===== src/rtl/mem_arbiter.sv =====
// mem_arbiter: serialises core fetch and load/store onto one memory bus.
// Data access goes first; a one-entry fetch buffer avoids re-reading the same word.
module mem_arbiter #(
   parameter int unsigned TIMEOUT = 255
) (
   input  logic        I_clk,
   input  logic        I_rst,
   input  logic [31:0] I_imem_addr,
   output logic [31:0] O_imem_data,
   input  logic [31:0] I_dmem_addr,
   input  logic [31:0] I_dmem_wdata,
   input  logic [3:0]  I_dmem_wmask,
   input  logic        I_dmem_rd,
   input  logic        I_dmem_we,
   output logic [31:0] O_dmem_rdata,
   output logic        O_stall,
   output logic        O_mem_req,
   output logic        O_mem_we,
   output logic [31:0] O_mem_addr,
   output logic [31:0] O_mem_wdata,
   output logic [3:0]  O_mem_wmask,
   input  logic        I_mem_ack,
   input  logic [31:0] I_mem_rdata,
   output logic        O_bus_err
);

   typedef enum logic [1:0] {IDLE, D_WAIT, I_WAIT} state_t;

   localparam logic [7:0] TO = TIMEOUT[7:0];

   state_t      state;
   state_t      state_n;
   logic [29:0] ibuf_addr;
   logic        ibuf_valid;
   logic        done_d;
   logic [7:0]  wd_cnt;

   logic        i_hit;
   logic        need_i;
   logic        need_d;
   logic        wd_hit;
   logic        issue_d;
   logic        issue_i;
   logic        fin;
   logic        abort;
   logic [31:0] fin_rdata;
   logic        unused_lo;

   assign unused_lo = ^I_imem_addr[1:0];

   assign i_hit   = ibuf_valid && (ibuf_addr == I_imem_addr[31:2]);
   assign need_i  = !i_hit;
   assign need_d  = I_dmem_rd | I_dmem_we;
   assign O_stall = I_rst | need_i | (need_d & !done_d);

   assign wd_hit    = (TO != 8'd0) && (wd_cnt == TO);
   assign fin_rdata = abort ? 32'h0 : I_mem_rdata;

   always_comb begin
      state_n = state;
      issue_d = 1'b0;
      issue_i = 1'b0;
      fin     = 1'b0;
      abort   = 1'b0;
      unique case (state)
         IDLE: begin
            if (need_d && !done_d) begin
               state_n = D_WAIT;
               issue_d = 1'b1;
            end else if (need_i) begin
               state_n = I_WAIT;
               issue_i = 1'b1;
            end
         end
         D_WAIT, I_WAIT: begin
            // a real ack wins over a simultaneous watchdog expiry
            if (I_mem_ack) begin
               fin     = 1'b1;
               state_n = IDLE;
            end else if (wd_hit) begin
               fin     = 1'b1;
               abort   = 1'b1;
               state_n = IDLE;
            end
         end
         default: state_n = IDLE;
      endcase
   end

   always_ff @(posedge I_clk) begin
      if (I_rst) begin
         state        <= IDLE;
         ibuf_addr    <= 30'h0;
         ibuf_valid   <= 1'b0;
         O_imem_data  <= 32'h0;
         O_dmem_rdata <= 32'h0;
         done_d       <= 1'b0;
         wd_cnt       <= 8'h0;
         O_mem_req    <= 1'b0;
         O_mem_we     <= 1'b0;
         O_mem_addr   <= 32'h0;
         O_mem_wdata  <= 32'h0;
         O_mem_wmask  <= 4'h0;
         O_bus_err    <= 1'b0;
      end else begin
         state     <= state_n;
         O_bus_err <= abort;

         if (issue_d) begin
            O_mem_req   <= 1'b1;
            O_mem_we    <= I_dmem_we;
            O_mem_addr  <= I_dmem_addr;
            O_mem_wdata <= I_dmem_wdata;
            O_mem_wmask <= I_dmem_we ? I_dmem_wmask : 4'h0;
            wd_cnt      <= 8'h0;
         end else if (issue_i) begin
            O_mem_req   <= 1'b1;
            O_mem_we    <= 1'b0;
            O_mem_addr  <= {I_imem_addr[31:2], 2'b00};
            O_mem_wmask <= 4'h0;
            wd_cnt      <= 8'h0;
         end else if (fin) begin
            O_mem_req <= 1'b0;
         end else if (state != IDLE) begin
            wd_cnt <= wd_cnt + 8'd1;
         end

         if (fin && state == D_WAIT) begin
            if (!O_mem_we) begin
               O_dmem_rdata <= fin_rdata;
            end else if (ibuf_addr == O_mem_addr[31:2]) begin
               ibuf_valid <= 1'b0;
            end
         end

         // buffer tag is the issued address, not the current core address
         if (fin && state == I_WAIT) begin
            ibuf_addr   <= O_mem_addr[31:2];
            O_imem_data <= fin_rdata;
            ibuf_valid  <= 1'b1;
         end

         if (fin && state == D_WAIT) begin
            done_d <= 1'b1;
         end else if (!O_stall || !need_d) begin
            done_d <= 1'b0;
         end
      end
   end

endmodule


===== config.mk =====
export PLATFORM = sky130hd
export DESIGN_NAME = mem_arbiter
export DESIGN_NICKNAME = d
export VERILOG_FILES = /design/src/rtl/mem_arbiter.sv
export SDC_FILE = /design/constraint.sdc
export NUM_CORES = 1
export LEC_CHECK = 0
export BUFFER_PORTS_ARGS = -buffer_cell sky130_fd_sc_hd__buf_2
export CAP_MARGIN = 25
export CORE_UTILIZATION = 52
export CTS_BUF_LIST = sky130_fd_sc_hd__clkbuf_8
export CTS_CLUSTER_DIAMETER = 60
export DETAILED_ROUTE_END_ITERATION = 10
export PLACE_DENSITY = 0.83
export SLEW_MARGIN = 20
export SYNTH_ARGS = -nofsm -noshare
export SYNTH_HDL_FRONTEND = slang
export SYNTH_SLANG_ARGS = --single-unit

===== constraint.sdc =====
create_clock -name I_clk -period 2.9 [get_ports I_clk]
set_input_delay 0.435 -clock I_clk [delete_from_list [all_inputs] [get_ports I_clk]]
set_output_delay 0.435 -clock I_clk [all_outputs]
set_load 0.01 [all_outputs]

# Word-level counts from Yosys, hierarchy flattened
# Cells that the tools add are included.
[op_classes] n_addsub=1 eq_ne=7 mux=32 n_bitwise=6 reduce_logical=23
[ops] op="$mux 32" n=3
[ops] op="$eq 30x30->1" n=2
[ops] op="$mux 1" n=21
[ops] op="$mux 4" n=3
[ops] op="$reduce_bool 2->1" n=6
[ops] op="$add 8x1->8 const B" n=1
[ops] op="$eq 8x8->1 const B" n=1
[ops] op="$mux 2" n=4
[ops] op="$ne 3x3->1 const B" n=2
[ops] op="$reduce_and 2->1" n=3
[ops] op="$logic_and 1x1->1" n=4
[ops] op="$logic_not 1->1" n=4
[ops] op="$pmux 2 s2" n=1
[ops] op="$or 1x1->1" n=3
[ops] op="$reduce_and 3->1" n=1
[ops] op="$reduce_bool 3->1" n=1
[ops] op="$reduce_or 3->1" n=1
[ops] op="$eq 2x1->1 const B" n=1
[ops] op="$eq 2x2->1 const B" n=1
[ops] op="$logic_not 2->1" n=1
[ops] op="$not 1->1" n=2
[ops] op="$reduce_or 2->1" n=1
[ops] op="$and 1x1->1" n=1
[ops] op="$logic_or 1x1->1" n=1
[word_totals] ff_bits=177 in_bits=137 out_inout_bits=136 wordCells=82

# Longest topological paths before layout
[logic_depth] depth_word=9 depth_mapped=8 mapped_depth_nobuf=7

# Worst setup path after synthesis
# Ideal clock, no wire load.
[synth_path] kind="flip-flop to flip-flop" start="reg state[0]" end="reg wd_cnt[5]" setup_ps=116 t_arrival_ps=1965 required_ps=2784 path_slack_ps=819 path_stages_with_launch=8 n_path_buf=1 period_less_slack_ps=2081 cell_sequence="dfxtp_1 -> inv_1 -> ha_1 -> clkbuf_1 -> a221oi_1 -> nand4_1 -> xnor2_1 -> and3_1"
[synth_between] elab_chain_len=5 elab_cells_between_ends=11 cone_classes="2 x eq/ne; 3 x mux; 1 x bitwise; 5 x reduce/logical"
[synth_rtl] element="start, declared" line_no="31" text="state_t state;"
[synth_rtl] element="start signal, assigned" line_no="106" text="state <= state_n;"
[synth_rtl] element="$eq 2x1->1 / $eq 2x2->1 (equally long branches)" line_no="65" text="unique case (state)"
[synth_rtl] element="$reduce_or 2->1" line_no="65"
[synth_rtl] element="$mux 1" line_no="65"
[synth_rtl] element="$not 1->1 (no line)"
[synth_rtl] element="$reduce_and 2->1 (no line)"
[synth_rtl] element="end signal, assigned" line_no="125" text="wd_cnt <= wd_cnt + 8'd1;"
[synth_rtl] element="end, declared" line_no="36" text="logic [7:0] wd_cnt;"
# Parallel ways exist; a longest one is shown, timed or not.
# A chain may end at the register's enable or synchronous reset.

# Worst setup path after layout
[layout_path] start="reg ibuf_addr[25]" end="out O_stall"
[layout_between] elab_chain_len=5
[layout_rtl] element="start, declared" line_no="33" text="logic [29:0] ibuf_addr;"
[layout_rtl] element="start signal, assigned" line_no="138" text="ibuf_addr <= O_mem_addr[31:2];"
[layout_rtl] element="$eq 30x30->1" line_no="51" text="assign i_hit = ibuf_valid && (ibuf_addr == I_imem_addr[31:2]);"
[layout_rtl] element="$logic_and 1x1->1" line_no="51"
[layout_rtl] element="$logic_not 1->1" line_no="52" text="assign need_i = !i_hit;"
[layout_rtl] element="$or 1x1->1 (2 in a row)" line_no="54" text="assign O_stall = I_rst | need_i | (need_d & !done_d);"
[layout_rtl] element="end, declared" line_no="16" text="output logic O_stall,"
# Every way passes these cells.

==> results.py <==
metrics = {
    "yosys": {
        "muxShareOfSynthArea_pct": 0.263,
        "synth_edf_count": 0,
        "syn_area_um2": 7620,
        "synth_xor_area_share_pct": 7.24,
        "synth_top_cell_area_share_pct": 46.5,
        "yosys-top-cells-area": "dfxtp_1 46%, nand2_1 13%, a21oi_1 9.1%",
        "synth-seq-area-share_pct": 46.5,
        "yosysMostFrequentCell": "nand2_1",
        "synthAdderAreaFrac_pct": 0.656,
        "async_reset_ff_share_pct": 0,
        "avgSynthCellArea_um2": 7.92,
        "synth_simple_gate_area_share_pct": 24.6,
        "synth_top_family_by_area": "simple AND/OR/NAND/NOR gates",
        "ys_ff_latch": 177,
        "ys_warn_count": 0,
        "synthCells": 963,
        "yosys.area.top_type": "dfxtp_1",
        "synth_fp_nets": 1104,
        "synth.top_cells.by_count": "260 x nand2_1, 177 x dfxtp_1, 139 x a21oi_1",
        "synth_cell_types": 36,
        "ys.flop_type": "dfxtp_1",
        "synth_compound_area_share_pct": 15.3,
    },
    "sta": {
        "timing.final.crit_period_ns": 2.54,
        "drv_slew": 0,
        "setup_violations": 0,
        "tns_ns": 0,
        "rsz0062_at_grt": "no",
        "fin_crit_sh_pct": 87.5,
        "finalClockSkew_ns": 0.00963,
        "finalHoldViolCount": 0,
        "fmax_mhz": 394,
        "relSlewSlack_pct": 39.0,
        "worst_pin_slew_ns": 0.915,
    },
    "cells_and_area": {
        "multi_input_area_um2": 3680,
        "stdcell_count": 1394,
        "nets": 1341,
        "fillCellCount": 1240,
        "syn_to_final_growth_pct": 24.8,
        "design_area_um2": 9510,
        "drive_above_1_share_pct": 27.1,
        "seqCellArea_um2": 3540,
    },
    "floorplan": {
        "start_util_pct": 54.1,
        "die-area_um2": 15100,
        "die-width_um": 123,
        "num_rows": 43,
        "die_h_um": 123,
        "io-pin-count": 273,
        "core_area_um2": 14100,
    },
    "worst_setup_path": {
        "critPathLaunchType": "flip-flop",
        "critical_path_class": "flip-flop to output pin",
        "cp_slowest_cell": "nor4_1",
        "regToRegSetupSlack_ns": 0.51,
        "critPathMaxFanout": 3,
        "cp_num_cells": 5,
        "critical-path-top-delay-family": "simple AND/OR/NAND/NOR gates",
        "path_buf_inv": 1,
        "worstPathCellList": "xnor2_1 > nand4_1 > nor4_1 > nand4_1 > buf_2",
        "slowest_delay_ns": 0.41,
        "worst_setup_path_end_kind": "output pin",
        "regToRegEndpoint": "O_mem_addr[3]",
        "critical_path_required_ns": 2.47,
        "worstReg2RegStart": "ibuf_addr[23]",
        "reg2regPathDepth": 6,
        "arrival_ns": 2.10,
        "crit_top_cell": "nand4_1",
    },
    "detailed_routing": {
        "vias_per_cell": 5.57,
        "vias": 7767,
        "drt_iter0_markers": 610,
        "drt-pass1-iter-count": 5,
        "wl_per_cell_um": 15.7,
        "drc": 0,
        "wl_mm": 22.0,
        "ant_nets": 0,
    },
    "global_routing": {
        "antenna_found_initial": 1,
        "grt_pass1_wl_mm": 34.1,
        "grt_pass1_vias": 6980,
        "gr-total-overflow": 0,
        "grt.total_usage_pct": 29.0,
        "grt_max_degree": 88,
    },
    "placement": {
        "io_buffers": 270,
        "dp_cells": 1361,
        "placed_cell_area_um2": 9110,
        "gp_congestion": 0.895,
        "hpwl_mm": 15.5,
    },
    "clocking": {
        "cts_tree": "yes",
        "htreeDepth": 4,
        "cts_buffer_depth": 2,
        "postCtsSetupBuffers": 0,
        "clock_latency_ns": 0.48,
        "root_buffer": "clkbuf_8",
        "clk_pin_slew_ns": 0.09,
        "post_cts_resized": 0,
        "clock_sinks": 177,
        "holdBufCountCts": 0,
        "numCtsBuffers": 17,
    },
    "run_status": {
        "status": "finished, final reports clean",
    },
    "pwr": {
        "power_frac_seq_pct": 42.3,
        "p_int_mw": 4.67,
        "power_mw": 7.51,
        "p_sw_share_pct": 37.7,
        "cellPowerDensity_nw_per_um2": 789,
        "power.leakage_nw": 4.15,
        "p_comb_share_pct": 34.5,
        "clkPwrFrac_pct": 23.2,
        "switchingPower_mw": 2.83,
        "peakVddDrop_v": 0.000667,
    },
    "hold_path": {
        "holdCritStartpoint": "I_dmem_wmask[0]",
        "holdPathEnd": "O_mem_wmask[0]",
        "min_path_cells": 2,
        "hp-class": "primary input to flip-flop",
    },
    "run": {
        "drv_cap": 0,
    },
}
[flip-flops by register name, indices dropped and copies added (netlist names)]
name          flops
wd_cnt            8
O_mem_wmask       4
O_mem_req         1
ibuf_addr        30
done_d            1
O_imem_data      32
O_mem_we          1
O_mem_addr       32
O_dmem_rdata     32
state             2
O_bus_err         1
ibuf_valid        1
O_mem_wdata      32
[worst max path at each step]
stage | start | end | slack, ns
global route | ibuf_addr[28] | O_stall | 0.31
CTS | ibuf_addr[25] | O_stall | 0.37
detailed placement | I_imem_addr[25] | O_mem_addr[14] | 0.36
floorplan | state[0] | wd_cnt[5] | 0.82
finish | ibuf_addr[25] | O_stall | 0.36
global placement | I_imem_addr[25] | O_mem_addr[4] | 0.40
[stage by stage]
stage               worst slack (ns)  hold WS (ns)  utilization [%]
floorplan                      0.819         0.462                -
global placement               0.400         0.438             64.6
detailed placement             0.356         0.443             64.6
CTS                            0.372         0.141             67.5
global route                   0.307         0.144             67.5
finish                         0.362         0.157             67.5
[cell families after synthesis]
| kind of cell | Yosys count |
|---|---|
| compound gates | 193 |
| xor+xnor | 63 |
| fa+ha+maj | 4 |
| buf+inv | 106 |
| flops | 177 |
| mux | 2 |
| simple gates | 418 |
[layout by cell type (no fill, tap or decap), types with 3 or more instances in the layout]
| cell | count |
|---|---|
| a21oi_1 | 139 |
| buf_2 | 269 |
| ha_1 | 4 |
| clkbuf_8 | 18 |
| nor3_1 | 3 |
| nand3_1 | 73 |
| a32o_1 | 4 |
| and4_1 | 3 |
| nor4_1 | 7 |
| inv_6 | 4 |
| clkinv_4 | 3 |
| xnor2_1 | 48 |
| and3_1 | 37 |
| a221oi_1 | 32 |
| a311oi_1 | 4 |
| inv_1 | 35 |
| nor2_1 | 3 |
| a21o_1 | 3 |
| xor2_1 | 15 |
| nand4_1 | 23 |
| o21ai_0 | 3 |
| dfxtp_1 | 177 |
| buf_4 | 19 |
| nand2_1 | 259 |
[cell type report]
type | instances | area share (%)
repair buffers | 290 | 16.1
multi-input cells | 680 | 38.7
clock inverters | 14 | 1.62
diodes | 1 | 0.0263
inverters | 34 | 1.34
clock buffers | 18 | 2.60
flip-flops and latches | 177 | 37.3
well taps | 180 | 2.37
[routing by layer]
layer / global-route usage [%] / vias up / wire length [um]
li1: - / 3765 / -
met5: 0 / - / 0
met1: 34.3 / 3598 / 8680
met3: 6.78 / 50 / 1750
met2: 49.4 / 354 / 10800
met4: 14.2 / 0 / 669
[power by group through the flow]
stage	clock network, mW	registers [mW]	logic, mW
after global placement	0	3.21	2.55
final	1.74	3.17	2.59
after detailed placement	0	3.22	2.59
after floorplan	0	3.32	1.52
after global routing	1.86	3.22	2.88
after CTS	1.77	3.17	2.60
Power figures use the tool's default switching activity.
